## src/rtl/meissa_pkg.sv

```systemverilog
// Shared meissa definitions: feeder FSM state encoding and the default
// operand, address and length widths used across the PE array.
package meissa_pkg;

  localparam int MEISSA_DATA_WIDTH = 16;
  localparam int MEISSA_ADDR_WIDTH = 10;
  localparam int MEISSA_LEN_WIDTH  = 10;

  typedef enum logic [1:0] {
    ST_IDLE  = 2'd0,
    ST_RUN   = 2'd1,
    ST_DRAIN = 2'd2
  } feeder_state_e;

endpackage

```

## src/rtl/meissa_skid_fifo.sv

```systemverilog
// Two-entry FIFO holding {last, data, weight} pairs that arrive while the
// PE output register is occupied; push and pop may occur in the same cycle.
module meissa_skid_fifo #(
  parameter int WIDTH = 33
) (
  input  logic             clk,
  input  logic             reset,
  input  logic             push,
  input  logic [WIDTH-1:0] wdata,
  input  logic             pop,
  output logic [WIDTH-1:0] rdata,
  output logic [1:0]       count
);

  logic [WIDTH-1:0] mem_r [2];
  logic             wr_ptr_r;
  logic             rd_ptr_r;
  logic [1:0]       count_r;

  // entry storage and write pointer
  always_ff @(posedge clk or negedge reset) begin
    if (!reset) begin
      mem_r[0] <= {WIDTH{1'b0}};
      mem_r[1] <= {WIDTH{1'b0}};
      wr_ptr_r <= 1'b0;
    end else if (push) begin
      mem_r[wr_ptr_r] <= wdata;
      wr_ptr_r        <= ~wr_ptr_r;
    end
  end

  // read pointer and occupancy
  always_ff @(posedge clk or negedge reset) begin
    if (!reset) begin
      rd_ptr_r <= 1'b0;
      count_r  <= 2'd0;
    end else begin
      if (pop) begin
        rd_ptr_r <= ~rd_ptr_r;
      end
      case ({push, pop})
        2'b10:   count_r <= count_r + 2'd1;
        2'b01:   count_r <= count_r - 2'd1;
        default: count_r <= count_r;
      endcase
    end
  end

  assign rdata = mem_r[rd_ptr_r];
  assign count = count_r;

endmodule

```

## src/rtl/meissa_pe_feeder.sv

```systemverilog
// Operand feeder for one meissa PE: credit-gated SRAM reads into an output
// register backed by a 2-entry skid FIFO. MEISSA_FEEDER_ZERO_IDLE_EN zeroes datain/weight in bubbles.
module meissa_pe_feeder
  import meissa_pkg::*;
#(
  parameter int DATA_WIDTH = MEISSA_DATA_WIDTH,
  parameter int ADDR_WIDTH = MEISSA_ADDR_WIDTH,
  parameter int LEN_WIDTH  = MEISSA_LEN_WIDTH
) (
  input  logic                  clk,
  input  logic                  reset,
  input  logic                  start,
  input  logic [ADDR_WIDTH-1:0] data_base,
  input  logic [ADDR_WIDTH-1:0] weight_base,
  input  logic [LEN_WIDTH-1:0]  len,
  output logic                  busy,
  output logic                  done,
  output logic                  data_rd_en,
  output logic [ADDR_WIDTH-1:0] data_rd_addr,
  input  logic [DATA_WIDTH-1:0] data_rd_data,
  output logic                  weight_rd_en,
  output logic [ADDR_WIDTH-1:0] weight_rd_addr,
  input  logic [DATA_WIDTH-1:0] weight_rd_data,
  input  logic                  stall,
  output logic [DATA_WIDTH-1:0] datain,
  output logic [DATA_WIDTH-1:0] weight,
  output logic                  pe_valid,
  output logic                  pe_last
);

  localparam int PAIR_WIDTH = 2 * DATA_WIDTH + 1;
  localparam logic [LEN_WIDTH-1:0] LEN_ONE = {{(LEN_WIDTH-1){1'b0}}, 1'b1};

  feeder_state_e           state_r, state_next_s;
  logic [LEN_WIDTH-1:0]    len_r, issue_cnt_r;
  logic [ADDR_WIDTH-1:0]   data_base_r, weight_base_r, data_addr_r, weight_addr_r;
  logic                    rd_en_r, rd_last_r, rd_valid_r, rd_valid_last_r;
  logic [DATA_WIDTH-1:0]   datain_r, weight_r;
  logic                    pe_valid_r, pe_last_r, busy_r, done_r;
  logic                    issue_s, issue_last_s, cons_s, load_s, done_s;
  logic                    from_fifo_s, from_rd_s, fifo_push_s;
  logic [2:0]              occupancy_s;
  logic [1:0]              fifo_count_s;
  logic [PAIR_WIDTH-1:0]   fifo_rdata_s;

  // FSM state register
  always_ff @(posedge clk or negedge reset) begin
    if (!reset) state_r <= ST_IDLE;
    else        state_r <= state_next_s;
  end

  // FSM next-state logic
  always_comb begin
    state_next_s = state_r;
    case (state_r)
      ST_IDLE:  if (start && (|len))             state_next_s = ST_RUN;   else state_next_s = ST_IDLE;
      ST_RUN:   if (issue_s && issue_last_s)     state_next_s = ST_DRAIN; else state_next_s = ST_RUN;
      ST_DRAIN: if (cons_s && pe_last_r)         state_next_s = ST_IDLE;  else state_next_s = ST_DRAIN;
      default:  state_next_s = ST_IDLE;
    endcase
  end

  // FSM outputs: credit-gated issue, done request and output-register refill steering
  always_comb begin
    cons_s       = pe_valid_r & ~stall;
    occupancy_s  = {2'b00, pe_valid_r} + {1'b0, fifo_count_s} + {2'b00, rd_en_r} + {2'b00, rd_valid_r};
    issue_last_s = (issue_cnt_r == (len_r - LEN_ONE));
    // a slot freed by this edge's consume is reusable, which keeps 1 pair/cycle
    if (state_r == ST_RUN) issue_s = ((occupancy_s - {2'b00, cons_s}) < 3'd3);
    else                   issue_s = 1'b0;
    case (state_r)
      ST_IDLE:  done_s = start & ~(|len);
      ST_DRAIN: done_s = cons_s & pe_last_r;
      default:  done_s = 1'b0;
    endcase
    load_s      = ~pe_valid_r | cons_s;
    from_fifo_s = load_s & (fifo_count_s != 2'd0);
    from_rd_s   = load_s & (fifo_count_s == 2'd0) & rd_valid_r;
    fifo_push_s = rd_valid_r & ~from_rd_s;
  end

  // burst capture, read issue and read-return tracking
  always_ff @(posedge clk or negedge reset) begin
    if (!reset) begin
      len_r           <= {LEN_WIDTH{1'b0}};
      issue_cnt_r     <= {LEN_WIDTH{1'b0}};
      data_base_r     <= {ADDR_WIDTH{1'b0}};
      weight_base_r   <= {ADDR_WIDTH{1'b0}};
      data_addr_r     <= {ADDR_WIDTH{1'b0}};
      weight_addr_r   <= {ADDR_WIDTH{1'b0}};
      rd_en_r         <= 1'b0;
      rd_last_r       <= 1'b0;
      rd_valid_r      <= 1'b0;
      rd_valid_last_r <= 1'b0;
    end else begin
      rd_en_r         <= issue_s;
      rd_last_r       <= issue_s & issue_last_s;
      rd_valid_r      <= rd_en_r;
      rd_valid_last_r <= rd_last_r;
      if (issue_s) begin
        data_addr_r   <= data_base_r + ADDR_WIDTH'(issue_cnt_r);
        weight_addr_r <= weight_base_r + ADDR_WIDTH'(issue_cnt_r);
        issue_cnt_r   <= issue_cnt_r + LEN_ONE;
      end else if ((state_r == ST_IDLE) && start) begin
        len_r         <= len;
        data_base_r   <= data_base;
        weight_base_r <= weight_base;
        issue_cnt_r   <= {LEN_WIDTH{1'b0}};
      end
    end
  end

  // output register: refilled from the skid FIFO first, then from the SRAM return
  always_ff @(posedge clk or negedge reset) begin
    if (!reset) begin
      pe_valid_r <= 1'b0;
      pe_last_r  <= 1'b0;
      datain_r   <= {DATA_WIDTH{1'b0}};
      weight_r   <= {DATA_WIDTH{1'b0}};
    end else if (from_fifo_s) begin
      pe_valid_r <= 1'b1;
      {pe_last_r, datain_r, weight_r} <= fifo_rdata_s;
    end else if (from_rd_s) begin
      pe_valid_r <= 1'b1;
      pe_last_r  <= rd_valid_last_r;
      datain_r   <= data_rd_data;
      weight_r   <= weight_rd_data;
    end else if (load_s) begin
      pe_valid_r <= 1'b0;
      pe_last_r  <= 1'b0;
`ifdef MEISSA_FEEDER_ZERO_IDLE_EN
      datain_r   <= {DATA_WIDTH{1'b0}};
      weight_r   <= {DATA_WIDTH{1'b0}};
`endif
    end
  end

  // busy/done status
  always_ff @(posedge clk or negedge reset) begin
    if (!reset) begin
      busy_r <= 1'b0;
      done_r <= 1'b0;
    end else begin
      busy_r <= (state_next_s != ST_IDLE);
      done_r <= done_s;
    end
  end

  meissa_skid_fifo #(.WIDTH(PAIR_WIDTH)) u_skid (
    .clk   (clk),
    .reset (reset),
    .push  (fifo_push_s),
    .wdata ({rd_valid_last_r, data_rd_data, weight_rd_data}),
    .pop   (from_fifo_s),
    .rdata (fifo_rdata_s),
    .count (fifo_count_s)
  );

  assign busy           = busy_r;
  assign done           = done_r;
  assign data_rd_en     = rd_en_r;
  assign weight_rd_en   = rd_en_r;
  assign data_rd_addr   = data_addr_r;
  assign weight_rd_addr = weight_addr_r;
  assign datain         = datain_r;
  assign weight         = weight_r;
  assign pe_valid       = pe_valid_r;
  assign pe_last        = pe_last_r;

endmodule

```

## config.mk

```make
export PLATFORM = sky130hd
export DESIGN_NAME = meissa_pe_feeder
export DESIGN_NICKNAME = d
export VERILOG_FILES = /design/src/rtl/meissa_pkg.sv /design/src/rtl/meissa_skid_fifo.sv /design/src/rtl/meissa_pe_feeder.sv
export SDC_FILE = /design/constraint.sdc
export NUM_CORES = 1
export LEC_CHECK = 0
export ABC_CLOCK_PERIOD_IN_PS = 2900
export CORE_MARGIN = 3
export CORE_UTILIZATION = 49
export DETAILED_ROUTE_END_ITERATION = 6
export GPL_ROUTABILITY_DRIVEN = 0
export GPL_TIMING_DRIVEN = 1
export PLACE_DENSITY = 0.76
export SYNTH_ARGS = -nofsm -noshare
export SYNTH_HDL_FRONTEND = slang
export SYNTH_HIERARCHICAL = 1
export SYNTH_SLANG_ARGS = --single-unit
```

## constraint.sdc

```tcl
create_clock -name clk -period 2.9 [get_ports clk]
set_input_delay 0.725 -clock clk [delete_from_list [all_inputs] [get_ports clk]]
set_output_delay 0.725 -clock clk [all_outputs]
set_load 0.03 [all_outputs]
```

==> flow_metrics.py, run 1 <==
metrics = {
    "setup_path": {
        "crit_required_ps": 3260,
        "critPathCaptureType": "flop",
        "critPathKind": "flop to flop",
        "path_max_fanout": 3,
        "reg2reg_depth": 13,
        "rrSetupSlack_ps": 80,
        "worstReg2RegStart": "rd_valid_r",
        "start_kind": "flop",
        "cp_data_arrival_time_ps": 3180,
        "r2r_end": "state_r[1]",
    },
    "grt": {
        "grt_max_degree": 66,
        "met2_usage_pct": 34.7,
        "track_usage_pct": 20.6,
        "grt_pass1_wl_mm": 30.5,
        "busiest_layer": "met2",
        "use_met3_pct": 3.58,
        "grt_pass1_vias": 6213,
        "grt-ovfl-total": 0,
        "antenna_found_initial": 0,
        "grt_use_met1_pct": 26.7,
    },
    "placement": {
        "io_buffers": 123,
        "place_worst_setup_slack_ps": -753,
        "place_inst": 1093,
        "place_area_mm2": 0.0100,
        "dp_hpwl_mm": 12.7,
    },
    "final_layout": {
        "antenna_cells": 0,
        "drive_gt1_share_pct": 19.6,
        "instances_no_fill": 1127,
        "areaGrowthSynthToFinish_pct": 26.2,
        "postLayoutCellArea_mm2": 0.0107,
        "nNetsFinal": 987,
        "fillerInstances": 1354,
    },
    "floorplanning": {
        "rows": 47,
        "die-height_um": 137,
        "fp.dieW_um": 137,
        "die-area_mm2": 0.0189,
        "ios": 124,
        "core_area_mm2": 0.0167,
        "initial_core_util_pct": 50.6,
    },
    "pwr": {
        "switchingPower_w": 0.00533,
        "fin_total_pwr_w": 0.0135,
        "powerDensity_mw_per_mm2": 1260,
        "peakVddDrop_v": 0.000775,
        "internal_power_w": 0.00814,
        "leakage_nw": 4.66,
        "p_seq_share_pct": 32.3,
        "clockPowerShare_pct": 17.5,
        "comb_power_share_pct": 50.2,
        "switching_share_pct": 39.6,
    },
    "detailed_routing": {
        "viasPerCell": 5.37,
        "dr_total_vias": 6049,
        "wirelength_mm": 18.7,
        "drc": 0,
        "drtAntennaViolNets": 0,
        "avgRoutedWirePerCell_um": 16.6,
        "firstDrtPassIters": 4,
        "drtIter0Drc": 307,
    },
    "clock_network": {
        "insertion_delay_ps": 430,
        "htree_num_levels": 4,
        "clock_path_buffers": 2,
        "cts_hold_buf": 0,
        "clkTransAtPathRegs_ps": 70,
        "cts_sinks": 172,
        "cts-root-buf": "clkbuf_16",
        "cts_buffers": 17,
        "cts_tree": "yes",
    },
    "timing": {
        "fmax_mhz": 354,
        "finClkSkew_ps": 9.50,
        "setup_viol": 0,
        "setup_ws_ps": 78.5,
        "fin_crit_ps": 2820,
        "finalMaxSlewViolations": 0,
        "hold_viol": 0,
        "finalCritPeriodShare_pct": 97.3,
        "slew_headroom_pct": 59.9,
        "rsz0062_at_grt": "yes",
        "worstMarginPinSlew_ps": 602,
        "tns_ps": 0,
    },
    "synth": {
        "synth_edf_count": 0,
        "synth_seq_cells": 172,
        "synth.cell_area_mm2": 0.00845,
        "async_reset_ff_share_pct": 100,
        "synth.top_cell.area_share_pct": 50.9,
        "yosysTopAreaCell": "dfrtp_1",
        "synth_warnings": 6,
        "synth.most_common_cell": "dfrtp_1",
        "synthTopCellsByCount": "dfrtp_1 (172), nand2_1 (121), mux2_2 (97)",
        "ys_types": 62,
        "avgSynthCellArea_um2": 11.0,
        "synth_nets": 858,
        "synthFlopType": "dfrtp_1",
        "ys_top_cells_by_area": "dfrtp_1 (51%), mux2_2 (13%), nand2_1 (5.4%)",
        "syn_inst": 765,
        "ys_seq_area_share_pct": 50.9,
    },
    "job": {
        "max_cap_violations": 0,
    },
    "min_path": {
        "hold_class": "input pin to async pin",
    },
    "run_status": {
        "status": "complete, no violations",
    },
}
## worst max-delay path by stage
stage                    start          to  slack (ps)  depth (start not counted)
floorplan                stall  state_r[1]         -90                         13
global placement         stall  state_r[1]        -710                         14
detailed placement       stall  state_r[1]        -750                         14
CTS                      stall  state_r[1]          20                         14
global route        rd_valid_r  state_r[1]         -60                         13
finish              rd_valid_r  state_r[1]          80                         13
## routing by layer
| layer | wire, um | vias up |
|---|---|---|
| li1 | - | 2898 |
| met1 | 8590 | 2952 |
| met2 | 8900 | 162 |
| met3 | 831 | 37 |
| met4 | 371 | 0 |
| met5 | 0 | - |
## through the flow
step	utilization, %	hold slack (ps)
finish	63.8	273
global route	63.8	307
CTS	63.7	286
detailed placement	59.9	353
global placement	59.9	338
floorplan	-	331
## registers in the layout (all words and copies together), names as in the netlist, 2 cells and up
name and count:
u_skid/mem_r 66, datain 16, weight 16, data_base_r 10
data_rd_addr 10, issue_cnt_r 10, len_r 10, weight_base_r 10
weight_rd_addr 10, state_r 2, u_skid/count 2
## cells in the final DEF, fill, tap and decap left out, types with 3 or more instances in the layout
cell             instances
dfrtp_1                172
clkdlybuf4s50_1        121
nand2_1                120
mux2_2                  97
nor2_1                  50
a21oi_1                 41
mux2i_1                 34
o21ai_0                 28
ha_1                    23
buf_4                   19
clkbuf_16               18
inv_1                   17
xor2_1                  16
xnor2_1                 15
nand3_1                 13
nor3_1                  11
o31ai_1                  9
o21a_1                   9
o21ai_1                  6
nor2b_1                  5
buf_12                   5
a31oi_1                  4
fa_1                     4
inv_6                    4
nor4_1                   3
clkinvlp_4               3
bufinv_16                3
## timing repair
action                     CTS  global route
pin swaps                    1             1
setup endpoints to repair   33             8
gates resized for setup      3             5
gates cloned                 0             1
buffers inserted             1             0
## critical path, stage by stage (launching register included)
cell,delay [ps]
dfrtp_1,380
inv_2,60
fa_1,460
inv_1,70
ha_1,130
inv_1,40
fa_1,470
nand2b_1,90
nand4b_1,200
inv_2,110
nand4_1,120
a2111oi_4,210
o2111a_2,280
a2bb2oi_2,130
## logic make-up (layout without fill, tap and decap cells)
| logic type | count (synthesis) | count (layout) | share of synthesized area [%] |
|---|---|---|---|
| other | 1 | 1 | 0.0444 |
| AND/OR/NAND/NOR | 225 | 225 | 11.6 |
| flip-flops | 172 | 172 | 50.9 |
| AO/OA/AOI/OAI | 118 | 118 | 8.93 |
| adder cells (fa/ha/maj) | 27 | 27 | 4.35 |
| buffers and inverters | 57 | 199 | 3.36 |
| XOR/XNOR | 32 | 32 | 3.54 |
| multiplexers | 133 | 133 | 17.2 |
## power by group through the flow
stage	Combinational [W]	Sequential, W	Clock [W]
CTS	0.00660	0.00435	0.00241
finish	0.00676	0.00435	0.00236
detailed placement	0.00656	0.00437	0
global route	0.00739	0.00449	0.00252
floorplan	0.00396	0.00489	0
global placement	0.00637	0.00434	0
## cell type report
type	count	area, um^2	area share, %
inverters	19	71.3	0.669
repair buffers	148	1500	14.0
clock buffers	17	425	3.99
flip-flops and latches	172	4300	40.4
well taps	220	275	2.58
clock inverters	15	186	1.75
multi-input cells	536	3900	36.6
Power figures use the tool's default switching activity.
==> run 2: changes to the inputs <==
Settings changed: PLACE_DENSITY 0.76 to 0.78.
==> run 2 against run 1 <==
Sequential share of layout area decreased by 0.11 points. Utilization increased by 0.18 points. Combinational power about the same. Power increased by 0.15%. Clock skew increased by 2.7 ps. Critical path depth increased by 1. Largest power group unchanged. Highest routed layer unchanged.
==> flow_metrics.py, run 2 (synthesis results as in run 1) <==
metrics = {
    "run_status": {
        "status": "complete, no violations",
    },
    "pwr": {
        "peakVddDrop_v": 0.000532,
        "fin_total_pwr_w": 0.0135,
        "powerDensity_mw_per_mm2": 1260,
        "leakage_nw": 4.67,
    },
    "final_layout": {
        "postLayoutCellArea_mm2": 0.0107,
        "final_common_cell": "dfrtp_1",
        "antenna_cells": 0,
        "largest_reg_flops": 66,
        "nNetsFinal": 988,
        "areaGrowthSynthToFinish_pct": 26.5,
        "instances_no_fill": 1128,
        "drive_gt1_share_pct": 19.7,
        "regMostFlops": "u_skid/mem_r",
        "layout_common_cells": "dfrtp_1 (172), clkdlybuf4s50_1 (121), nand2_1 (120)",
        "fillerInstances": 1352,
    },
    "detailed_routing": {
        "drtAntennaViolNets": 0,
        "drc": 0,
        "drtIter0Drc": 308,
        "firstDrtPassIters": 5,
        "viasPerCell": 5.31,
        "wirelength_mm": 18.3,
        "avgRoutedWirePerCell_um": 16.2,
        "dr_total_vias": 5993,
    },
    "setup_path": {
        "cp-startpoint": "rd_valid_r",
        "start_kind": "flop",
        "worstPathCellList": "inv_2 -> fa_1 -> inv_1 -> ha_1 -> inv_1 -> fa_1 -> nand2b_1 -> nand4b_1 -> buf_6 -> inv_2 -> nand4_1 -> a2111oi_4 -> o2111a_2 -> a2bb2oi_2",
        "cp_slowest_stage_delay_ps": 470,
        "critPathCaptureType": "flop",
        "worstReg2RegStart": "rd_valid_r",
        "crit_required_ps": 3250,
        "cp_data_arrival_time_ps": 3180,
        "crit_family": "adder cells",
        "path_max_fanout": 4,
        "slowest_stage": "fa_1",
        "cp_num_buf_inv": 5,
        "critPathKind": "flop to flop",
    },
    "timing": {
        "finClkSkew_ps": 12.2,
        "setup_viol": 0,
        "whs_ps": 227,
        "setup_ws_ps": 67.1,
        "rsz0062_at_grt": "yes",
        "slew_headroom_pct": 50.4,
        "finalCritPeriodShare_pct": 97.7,
        "hold_viol": 0,
        "fin_crit_ps": 2830,
        "fmax_mhz": 353,
        "finalMaxSlewViolations": 0,
        "worstMarginPinSlew_ps": 742,
    },
    "floorplanning": {
        "core_area_mm2": 0.0167,
        "ios": 124,
        "initial_core_util_pct": 50.6,
        "die-height_um": 137,
        "fp.dieW_um": 137,
        "rows": 47,
        "die-area_mm2": 0.0189,
    },
    "clock_network": {
        "cts-root-buf": "clkbuf_16",
        "cts_sinks": 172,
        "clkTransAtPathRegs_ps": 70,
        "insertion_delay_ps": 430,
        "cts_buffers": 17,
        "cts_hold_buf": 0,
        "clock_path_buffers": 2,
        "htree_num_levels": 4,
        "cts_tree": "yes",
    },
    "placement": {
        "place_area_mm2": 0.0100,
        "dp_hpwl_mm": 12.4,
        "place_worst_setup_slack_ps": -844,
        "io_buffers": 123,
        "place_inst": 1092,
    },
    "grt": {
        "track_usage_pct": 20.1,
        "antenna_found_initial": 0,
        "met2_usage_pct": 33.1,
        "grt_use_met1_pct": 26.8,
        "grt_pass1_wl_mm": 29.7,
        "use_met3_pct": 4.78,
        "grt_pass1_vias": 5933,
        "grt_max_degree": 76,
        "grt-ovfl-total": 0,
        "busiest_layer": "met2",
    },
    "job": {
        "max_cap_violations": 0,
    },
    "min_path": {
        "hold_class": "input pin to async pin",
    },
}
## run 2: power by group
group,leakage [nW],switching (W),internal (W)
Sequential,2.06,0.000784,0.00358
Clock,0.294,0.000943,0.00145
Combinational,2.31,0.00356,0.00318
Total,4.67,0.00529,0.00820
## run 2: cell type report
type	instances	area (um^2)	area share (%)
Clock buffer	19	433	4.05
Clock inverter	13	191	1.79
Inverter	19	71.3	0.667
Multi-Input combinational cell	536	3930	36.7
Sequential cell	172	4300	40.3
Tap cell	220	275	2.57
Timing Repair Buffer	149	1490	13.9
## run 2: worst register-to-register path, cell delays in order, from the launching register on
cell	delay [ps]
dfrtp_1	380
inv_2	60
fa_1	470
inv_1	80
ha_1	130
inv_1	40
fa_1	470
nand2b_1	100
nand4b_1	100
buf_6	160
inv_2	60
nand4_1	120
a2111oi_4	200
o2111a_2	270
a2bb2oi_2	130
## run 2: what timing repair did
item / in CTS / in global routing
gates cloned: 1 / 0
resized for setup: 8 / 6
endpoints found under the hold margin: 0 / 0
pin swaps: 1 / 3
setup buffers: 2 / 1
endpoints found under the setup margin: 28 / 5
## run 2: worst paths after layout
check | endpoint | cells after the start | slack, ps
max | state_r[1] | 14 | 70
min | datain[9] | 1 | 230
max reg2reg | state_r[1] | 14 | 70
min reg2reg | rd_valid_last_r | 0 | 350
max in group asynchronous | data_rd_addr[7] | 2 | 1890
min in group clk | rd_valid_last_r | 0 | 350
## run 2: routing by layer
layer | up-vias | wire length, um
met2 | 159 | 8790
met3 | 15 | 941
met1 | 2915 | 8380
li1 | 2904 | -
met5 | - | 0
met4 | 0 | 180
## run 2: metrics by stage
step	setup TNS, ps	util, %
final	0	64.0
after global routing	-274	64.0
after CTS	0	63.8
after detailed placement	-20170	59.9
after global placement	-19300	59.9
after floorplan	-631	-
